--- src/rtl/irrigation_pkg.sv ---
// Shared encodings for the irrigation scheduler: FSM states, soil-moisture codes, valve modes.
package irrigation_pkg;

  typedef enum logic [2:0] {
    ST_IDLE     = 3'b000,
    ST_IRRIGATE = 3'b001,
    ST_REFILL   = 3'b010,
    ST_COOLDOWN = 3'b011,
    ST_FAULT    = 3'b100
  } state_t;

  typedef enum logic [1:0] {
    M_DRY     = 2'b00,
    M_OK      = 2'b01,
    M_INVALID = 2'b10,
    M_WET     = 2'b11
  } moisture_t;

  localparam logic MODE_SPRINKLER = 1'b0;
  localparam logic MODE_DRIP      = 1'b1;

endpackage

--- src/rtl/moisture_debounce.sv ---
// Soil-moisture debouncer: a new code is accepted only after DEBOUNCE_CYCLES
// consecutive identical samples; any differing sample restarts the count.
module moisture_debounce
  import irrigation_pkg::*;
#(
  parameter int unsigned DEBOUNCE_CYCLES = 4
) (
  input  logic       clock,
  input  logic       resetN,
  input  logic [1:0] i_raw,
  output logic [1:0] o_debounced
);

  localparam int unsigned CW = $clog2(DEBOUNCE_CYCLES + 1);

  logic [1:0]    r_sample;
  logic [1:0]    r_stable;
  logic [CW-1:0] r_count;

  always_ff @(posedge clock or negedge resetN) begin
    if (!resetN) begin
      r_sample <= M_OK;
      r_stable <= M_OK;
      r_count  <= '0;
    end else begin
      r_sample <= i_raw;
      if (i_raw == r_stable) begin
        r_count <= '0;
      end else if ((i_raw != r_sample) || (r_count == '0)) begin
        // first sample of a new candidate code
        if (DEBOUNCE_CYCLES == 1) begin
          r_stable <= i_raw;
          r_count  <= '0;
        end else begin
          r_count <= CW'(1);
        end
      end else if (r_count == CW'(DEBOUNCE_CYCLES - 1)) begin
        r_stable <= i_raw;
        r_count  <= '0;
      end else begin
        r_count <= r_count + 1'b1;
      end
    end
  end

  assign o_debounced = r_stable;

endmodule

--- src/rtl/irrigation_scheduler.sv ---
// Irrigation scheduler: drives the tank permit (yOut) and sprinkler/drip valves
// from the debounced soil sensor and the tank's water-available flag.
module irrigation_scheduler
  import irrigation_pkg::*;
#(
  parameter int unsigned TIMER_WIDTH     = 8,
  parameter int unsigned MAX_ON_CYCLES   = 200,
  parameter int unsigned MIN_OFF_CYCLES  = 50,
  parameter int unsigned DEBOUNCE_CYCLES = 4
) (
  input  logic                   clock,
  input  logic                   resetN,
  input  logic                   cIn,
  input  logic [1:0]             moistureRaw,
  input  logic                   modeSel,
  output logic                   yOut,
  output logic                   sprinklerValve,
  output logic                   dripValve,
  output logic                   fault,
  output logic [2:0]             stateOut,
  output logic [TIMER_WIDTH-1:0] timerValue
);

  localparam logic [TIMER_WIDTH-1:0] ON_LOAD  = TIMER_WIDTH'(MAX_ON_CYCLES);
  localparam logic [TIMER_WIDTH-1:0] OFF_LOAD = TIMER_WIDTH'(MIN_OFF_CYCLES);
  localparam logic [TIMER_WIDTH-1:0] ONE      = TIMER_WIDTH'(1);

  state_t                 r_state, w_state_next;
  logic [TIMER_WIDTH-1:0] r_timer, w_timer_next;
  logic                   r_mode, w_mode_next;
  logic [1:0]             w_moist;

  moisture_debounce #(
    .DEBOUNCE_CYCLES(DEBOUNCE_CYCLES)
  ) u_debounce (
    .clock      (clock),
    .resetN     (resetN),
    .i_raw      (moistureRaw),
    .o_debounced(w_moist)
  );

  always_ff @(posedge clock or negedge resetN) begin
    if (!resetN) begin
      r_state <= ST_IDLE;
      r_timer <= '0;
      r_mode  <= MODE_SPRINKLER;
    end else begin
      r_state <= w_state_next;
      r_timer <= w_timer_next;
      r_mode  <= w_mode_next;
    end
  end

  always_comb begin
    w_state_next = r_state;
    w_timer_next = r_timer;
    w_mode_next  = r_mode;
    unique case (r_state)
      ST_IDLE: begin
        if (w_moist == M_INVALID) begin
          w_state_next = ST_FAULT;
          w_timer_next = '0;
        end else if ((w_moist == M_DRY) && cIn) begin
          w_state_next = ST_IRRIGATE;
          w_timer_next = ON_LOAD;
          w_mode_next  = modeSel;
        end
      end
      ST_IRRIGATE: begin
        if (w_moist == M_INVALID) begin
          w_state_next = ST_FAULT;
          w_timer_next = '0;
        end else if ((w_moist == M_WET) || (r_timer == ONE)) begin
          w_state_next = ST_COOLDOWN;
          w_timer_next = OFF_LOAD;
        end else begin
          // the cycle that leaves for REFILL still spends one unit of budget
          w_timer_next = r_timer - ONE;
          if (!cIn) w_state_next = ST_REFILL;
        end
      end
      ST_REFILL: begin
        if (w_moist == M_INVALID) begin
          w_state_next = ST_FAULT;
          w_timer_next = '0;
        end else if (w_moist == M_WET) begin
          w_state_next = ST_COOLDOWN;
          w_timer_next = OFF_LOAD;
        end else if (cIn) begin
          w_state_next = ST_IRRIGATE;
        end
      end
      ST_COOLDOWN: begin
        if (w_moist == M_INVALID) begin
          w_state_next = ST_FAULT;
          w_timer_next = '0;
        end else if (r_timer == ONE) begin
          w_state_next = ST_IDLE;
          w_timer_next = '0;
        end else begin
          w_timer_next = r_timer - ONE;
        end
      end
      ST_FAULT: begin
        w_timer_next = '0;
        if (w_moist != M_INVALID) w_state_next = ST_IDLE;
      end
      default: begin
        w_state_next = ST_IDLE;
        w_timer_next = '0;
      end
    endcase
  end

  always_comb begin
    yOut           = 1'b1;
    sprinklerValve = 1'b0;
    dripValve      = 1'b0;
    fault          = 1'b0;
    unique case (r_state)
      ST_IRRIGATE: begin
        yOut           = 1'b0;
        sprinklerValve = (r_mode == MODE_SPRINKLER);
        dripValve      = (r_mode == MODE_DRIP);
      end
      ST_FAULT: fault = 1'b1;
      default: ;
    endcase
  end

  assign stateOut   = r_state;
  assign timerValue = r_timer;

endmodule
--- config.mk ---
export PLATFORM = sky130hd
export DESIGN_NAME = irrigation_scheduler
export DESIGN_NICKNAME = d
export VERILOG_FILES = /design/src/rtl/irrigation_pkg.sv /design/src/rtl/moisture_debounce.sv /design/src/rtl/irrigation_scheduler.sv
export SDC_FILE = /design/constraint.sdc
export NUM_CORES = 1
export LEC_CHECK = 0
export ABC_CLOCK_PERIOD_IN_PS = 3400
export CELL_PAD_IN_SITES_DETAIL_PLACEMENT = 2
export CELL_PAD_IN_SITES_GLOBAL_PLACEMENT = 2
export CORE_ASPECT_RATIO = 2
export CORE_MARGIN = 2
export CORE_UTILIZATION = 35
export DETAILED_ROUTE_END_ITERATION = 6
export PLACE_DENSITY_LB_ADDON = 0.2
export SLEW_MARGIN = 15
export SYNTH_ARGS = -nofsm -noshare
export SYNTH_HDL_FRONTEND = slang
export SYNTH_SLANG_ARGS = --single-unit
--- constraint.sdc ---
create_clock -name clock -period 3.4 [get_ports clock]
set_clock_uncertainty 0.2 [all_clocks]
set_input_delay 0.68 -clock clock [delete_from_list [all_inputs] [get_ports clock]]
set_output_delay 0.68 -clock clock [all_outputs]
set_load 0.005 [all_outputs]
==> report_table.html <==
<table>
<tr><th>Metric</th><th>Value</th></tr>
<tr><th colspan="2">Pwr</th></tr>
<tr><td>Power density cells</td><td>962.0 nW/um^2</td></tr>
<tr><td>Total leakage power</td><td>0.6481 nW</td></tr>
<tr><td>Maximum vdd ir drop</td><td>0.4766 mV</td></tr>
<tr><th colspan="2">Die</th></tr>
<tr><td>Core area</td><td>3193 sq um</td></tr>
<tr><td>Die footprint</td><td>3891 sq um</td></tr>
<tr><td>Rows</td><td>29</td></tr>
<tr><td>Horizontal die dimension</td><td>45.12 um</td></tr>
<tr><td>Vertical die dimension</td><td>86.24 um</td></tr>
<tr><td>Number of top-level pins</td><td>21</td></tr>
<tr><td>Initial standard-cell utilization of the core</td><td>0.3707</td></tr>
<tr><th colspan="2">Finish</th></tr>
<tr><td>Filler Cell Count</td><td>366</td></tr>
<tr><td>Area growth syn-to-layout</td><td>23.04%</td></tr>
<tr><td>Nets</td><td>152</td></tr>
<tr><td>Final core utilization</td><td>0.4561</td></tr>
<tr><td>Diode insertion count for antenna repair</td><td>0</td></tr>
<tr><td>Fraction of final layout cells with drive strength greater than 1</td><td>0.1348</td></tr>
<tr><th colspan="2">Global route</th></tr>
<tr><td>Global-route wire length before repair</td><td>5568 um</td></tr>
<tr><td>Number of global-route vias before repair</td><td>1143</td></tr>
<tr><td>Global-route usage over all layers</td><td>0.1981</td></tr>
<tr><td>GR Util met3</td><td>0.02083</td></tr>
<tr><td>Largest net degree at the start of global routing</td><td>20</td></tr>
<tr><td>GR Util met1</td><td>0.1831</td></tr>
<tr><td>Most heavily used metal layer in global routing</td><td>met2</td></tr>
<tr><td>Total congestion overflow after global routing</td><td>0</td></tr>
<tr><td>Fraction of met2 tracks used by global routing</td><td>0.4052</td></tr>
<tr><td>Antenna violations before repair</td><td>0</td></tr>
<tr><th colspan="2">Critical path</th></tr>
<tr><td>Crit path from</td><td>stateOut[2]</td></tr>
<tr><td>Crit Reg-Reg Startpoint</td><td>timerValue[1]</td></tr>
<tr><td>Flop2flop setup slack</td><td>1.16 ns</td></tr>
<tr><td>Capturing element type of the critical path</td><td>output pin</td></tr>
<tr><td>Worst-path maximum fanout</td><td>9</td></tr>
<tr><td>WP data required</td><td>2.52 ns</td></tr>
<tr><td>Worst r2r dst</td><td>timerValue[4]</td></tr>
<tr><td>Worst path arrival time</td><td>1.93 ns</td></tr>
<tr><td>Nature of the critical path startpoint</td><td>flop</td></tr>
<tr><td>Worst Setup Path Type</td><td>reg2out</td></tr>
<tr><td>Worst Reg2Reg Path Length in Cells</td><td>6</td></tr>
<tr><th colspan="2">Placed design</th></tr>
<tr><td>Hpwl dp</td><td>2655 um</td></tr>
<tr><td>Routability congestion estimate</td><td>0.7766</td></tr>
<tr><td>Count of buffers from port buffering</td><td>20</td></tr>
<tr><th colspan="2">Clock tree</th></tr>
<tr><td>Clock tree buffer depth</td><td>2</td></tr>
<tr><td>CTS tree</td><td>yes</td></tr>
<tr><td>Cells resized by post-CTS repair</td><td>0</td></tr>
<tr><td>Clock latency on the worst-skew pair</td><td>0.26 ns</td></tr>
<tr><td>Buffer cell driving the clock tree root</td><td>clkbuf_8</td></tr>
<tr><td>Htree depth</td><td>1</td></tr>
<tr><td>Total CTS buffers</td><td>3</td></tr>
<tr><td>Number of hold-repair buffers added at the cts stage</td><td>0</td></tr>
<tr><td>Sinks on Clock Net</td><td>19</td></tr>
<tr><td>Clock transition at the registers of the reported paths</td><td>0.08 ns</td></tr>
<tr><td>Post-CTS setup-driven buffer insertion count</td><td>0</td></tr>
<tr><th colspan="2">Worst hold path</th></tr>
<tr><td>Hold wc startpoint</td><td>r_mode</td></tr>
<tr><td>Cell depth of the worst min-delay path</td><td>1</td></tr>
<tr><td>Capture endpoint of the worst hold path</td><td>r_mode</td></tr>
<tr><td>Class of the tightest hold or removal check</td><td>reg2reg</td></tr>
<tr><th colspan="2">Drt</th></tr>
<tr><td>Iteration-0 DRC Markers</td><td>16</td></tr>
<tr><td>First-pass iteration count of the detailed router</td><td>4</td></tr>
<tr><td>Vias</td><td>1004</td></tr>
<tr><td>Number of vias per cell after detailed routing</td><td>5.837</td></tr>
<tr><td>Total length of routed wires</td><td>3443 um</td></tr>
<tr><td>Number of nets with antenna violations after routing</td><td>0</td></tr>
<tr><td>Post-DR wirelength/cell</td><td>20.02 um</td></tr>
<tr><td>Total DRC errors in the routed layout</td><td>0</td></tr>
<tr><th colspan="2">Logic synthesis</th></tr>
<tr><td>Cell types with the largest area share after synthesis</td><td>dfrtp_1 (36%), dfstp_2 (4.4%), ha_1 (4.2%)</td></tr>
<tr><td>Mapped Cells</td><td>119</td></tr>
<tr><td>Library cell occupying the most area in the post-synthesis netlist</td><td>dfrtp_1</td></tr>
<tr><td>Post-synth EDFFs</td><td>0</td></tr>
<tr><td>Number of register bits inferred by synthesis</td><td>19</td></tr>
<tr><td>Count of different cell masters after synthesis</td><td>48</td></tr>
<tr><td>Fraction of registers with async set/reset</td><td>1.000</td></tr>
<tr><td>Number of nets produced by synthesis</td><td>129</td></tr>
<tr><td>Count of yosys warnings during synthesis</td><td>0</td></tr>
<tr><td>Area share of the largest cell type after synthesis</td><td>0.3594</td></tr>
<tr><td>Dominant register cell in the synthesized netlist</td><td>dfrtp_1</td></tr>
<tr><td>Register area share after synthesis</td><td>0.4038</td></tr>
<tr><td>Synth Cell Area</td><td>1184 sq um</td></tr>
<tr><td>Syn avg cell area</td><td>9.947 sq um</td></tr>
<tr><th colspan="2">Timing</th></tr>
<tr><td>Post-layout minimum cycle time</td><td>2.810 ns</td></tr>
<tr><td>Worst slew margin relative to its limit</td><td>0.3967</td></tr>
<tr><td>Final hold violation count</td><td>0</td></tr>
<tr><td>Final critical-path share of the clock period</td><td>0.8263</td></tr>
<tr><td>Setup repair after global routing missed its margin</td><td>false</td></tr>
<tr><td>Max-slew violations</td><td>0</td></tr>
<tr><td>Setup violations, final</td><td>0</td></tr>
<tr><td>Total Negative Setup Slacks</td><td>0 ns</td></tr>
<tr><td>Achievable clock frequency</td><td>355.9 MHz</td></tr>
<tr><td>Worst-margin pin slew</td><td>0.9022 ns</td></tr>
<tr><th colspan="2">Status</th></tr>
<tr><td>Status</td><td>completed</td></tr>
<tr><th colspan="2">Run</th></tr>
<tr><td>Total of max-cap violations</td><td>0</td></tr>
</table>
per-stage QoR:
stage	hold slack, ns	total power [mW]	worst slack (ns)	std cells	area (sq um)
2_1_floorplan	0.1844	0.9271	1.427	119	1184
3_3_place_gp	0.3121	1.214	0.8715	168	1410
3_5_place_dp	0.3384	1.247	0.8364	168	1410
4_1_cts	0.3574	1.428	0.5918	172	1456
5_1_grt	0.3868	1.524	0.4549	172	1456
6_report	0.3495	1.401	0.5904	172	1456
placed cells by master, fill, tap and decap left out, drive strengths merged, types with 4 or more instances in the layout:
master / n
nor2: 14
inv: 8
clkdlybuf4s50: 20
o21ai: 4
a211o: 4
nor2b: 5
ha: 4
or3: 5
a21oi: 5
dfrtp: 17
how the worst max path moves through the flow:
stage	to	slack (ns)
floorplan	timerValue[4]	1.43
global placement	r_mode	0.87
detailed placement	r_mode	0.84
CTS	sprinklerValve	0.59
global route	sprinklerValve	0.45
finish	sprinklerValve	0.59
cells in the mapped netlist, types with 2 or more instances:
cell type,instances
a211o_1,3
a21o_1,2
a21oi_1,5
and2_1,2
dfrtp_1,17
dfstp_2,2
ha_1,4
inv_1,8
mux2_2,3
nand2_1,3
nand2b_1,3
nand3_1,3
nor2_1,13
nor2b_1,5
nor3_1,3
o21ai_0,4
or3_1,4
xnor2_1,3
xor2_1,3
layout make-up:
cell class                 count  area [sq um]  area share
timing repair buffer          21         207.7      0.1426
clock inverter                 1         5.005    0.003436
clock buffer                   3         41.29     0.02835
inverter                       8         30.03     0.02062
sequential                    19         478.0      0.3282
tap                           31         38.79     0.02663
multi-input combinational     89         655.6      0.4502
critical path: stages, from the launching register on:
cell and delay [ns]:
dfrtp_1 0.47, nand2b_1 0.25, nor2_1 0.24, inv_1 0.10, nor2_1 0.10, clkdlybuf4s50_1 0.52
registers in the layout (all words and copies together), names as in the netlist:
register	flops
r_mode	1
stateOut	3
timerValue	8
u_debounce.o_debounced	2
u_debounce.r_count	3
u_debounce.r_sample	2
report_power, final:
group / switching (mW) / internal, mW / total (mW)
sequential: 0.153 / 0.316 / 0.470
clock: 0.0844 / 0.0818 / 0.166
combinational: 0.370 / 0.395 / 0.765
cell families (layout without fill, tap and decap cells):
kind of cell	Yosys count	after routing	share of synthesized area
AND/OR/NAND/NOR	47	47	0.2315
AO/OA/AOI/OAI	29	29	0.2072
flip-flops	19	19	0.4038
buffers and inverters	11	33	0.04228
XOR/XNOR	6	6	0.04441
adder cells (fa/ha/maj)	4	4	0.04228
multiplexers	3	3	0.02854
layer usage:
layer | routed length [um] | vias to the layer above
li1 | - | 473
met1 | 1124 | 511
met2 | 2200 | 16
met3 | 77 | 4
met4 | 40 | 0
met5 | 0 | -
No activity file was read; power rests on OpenSTA's default activity.
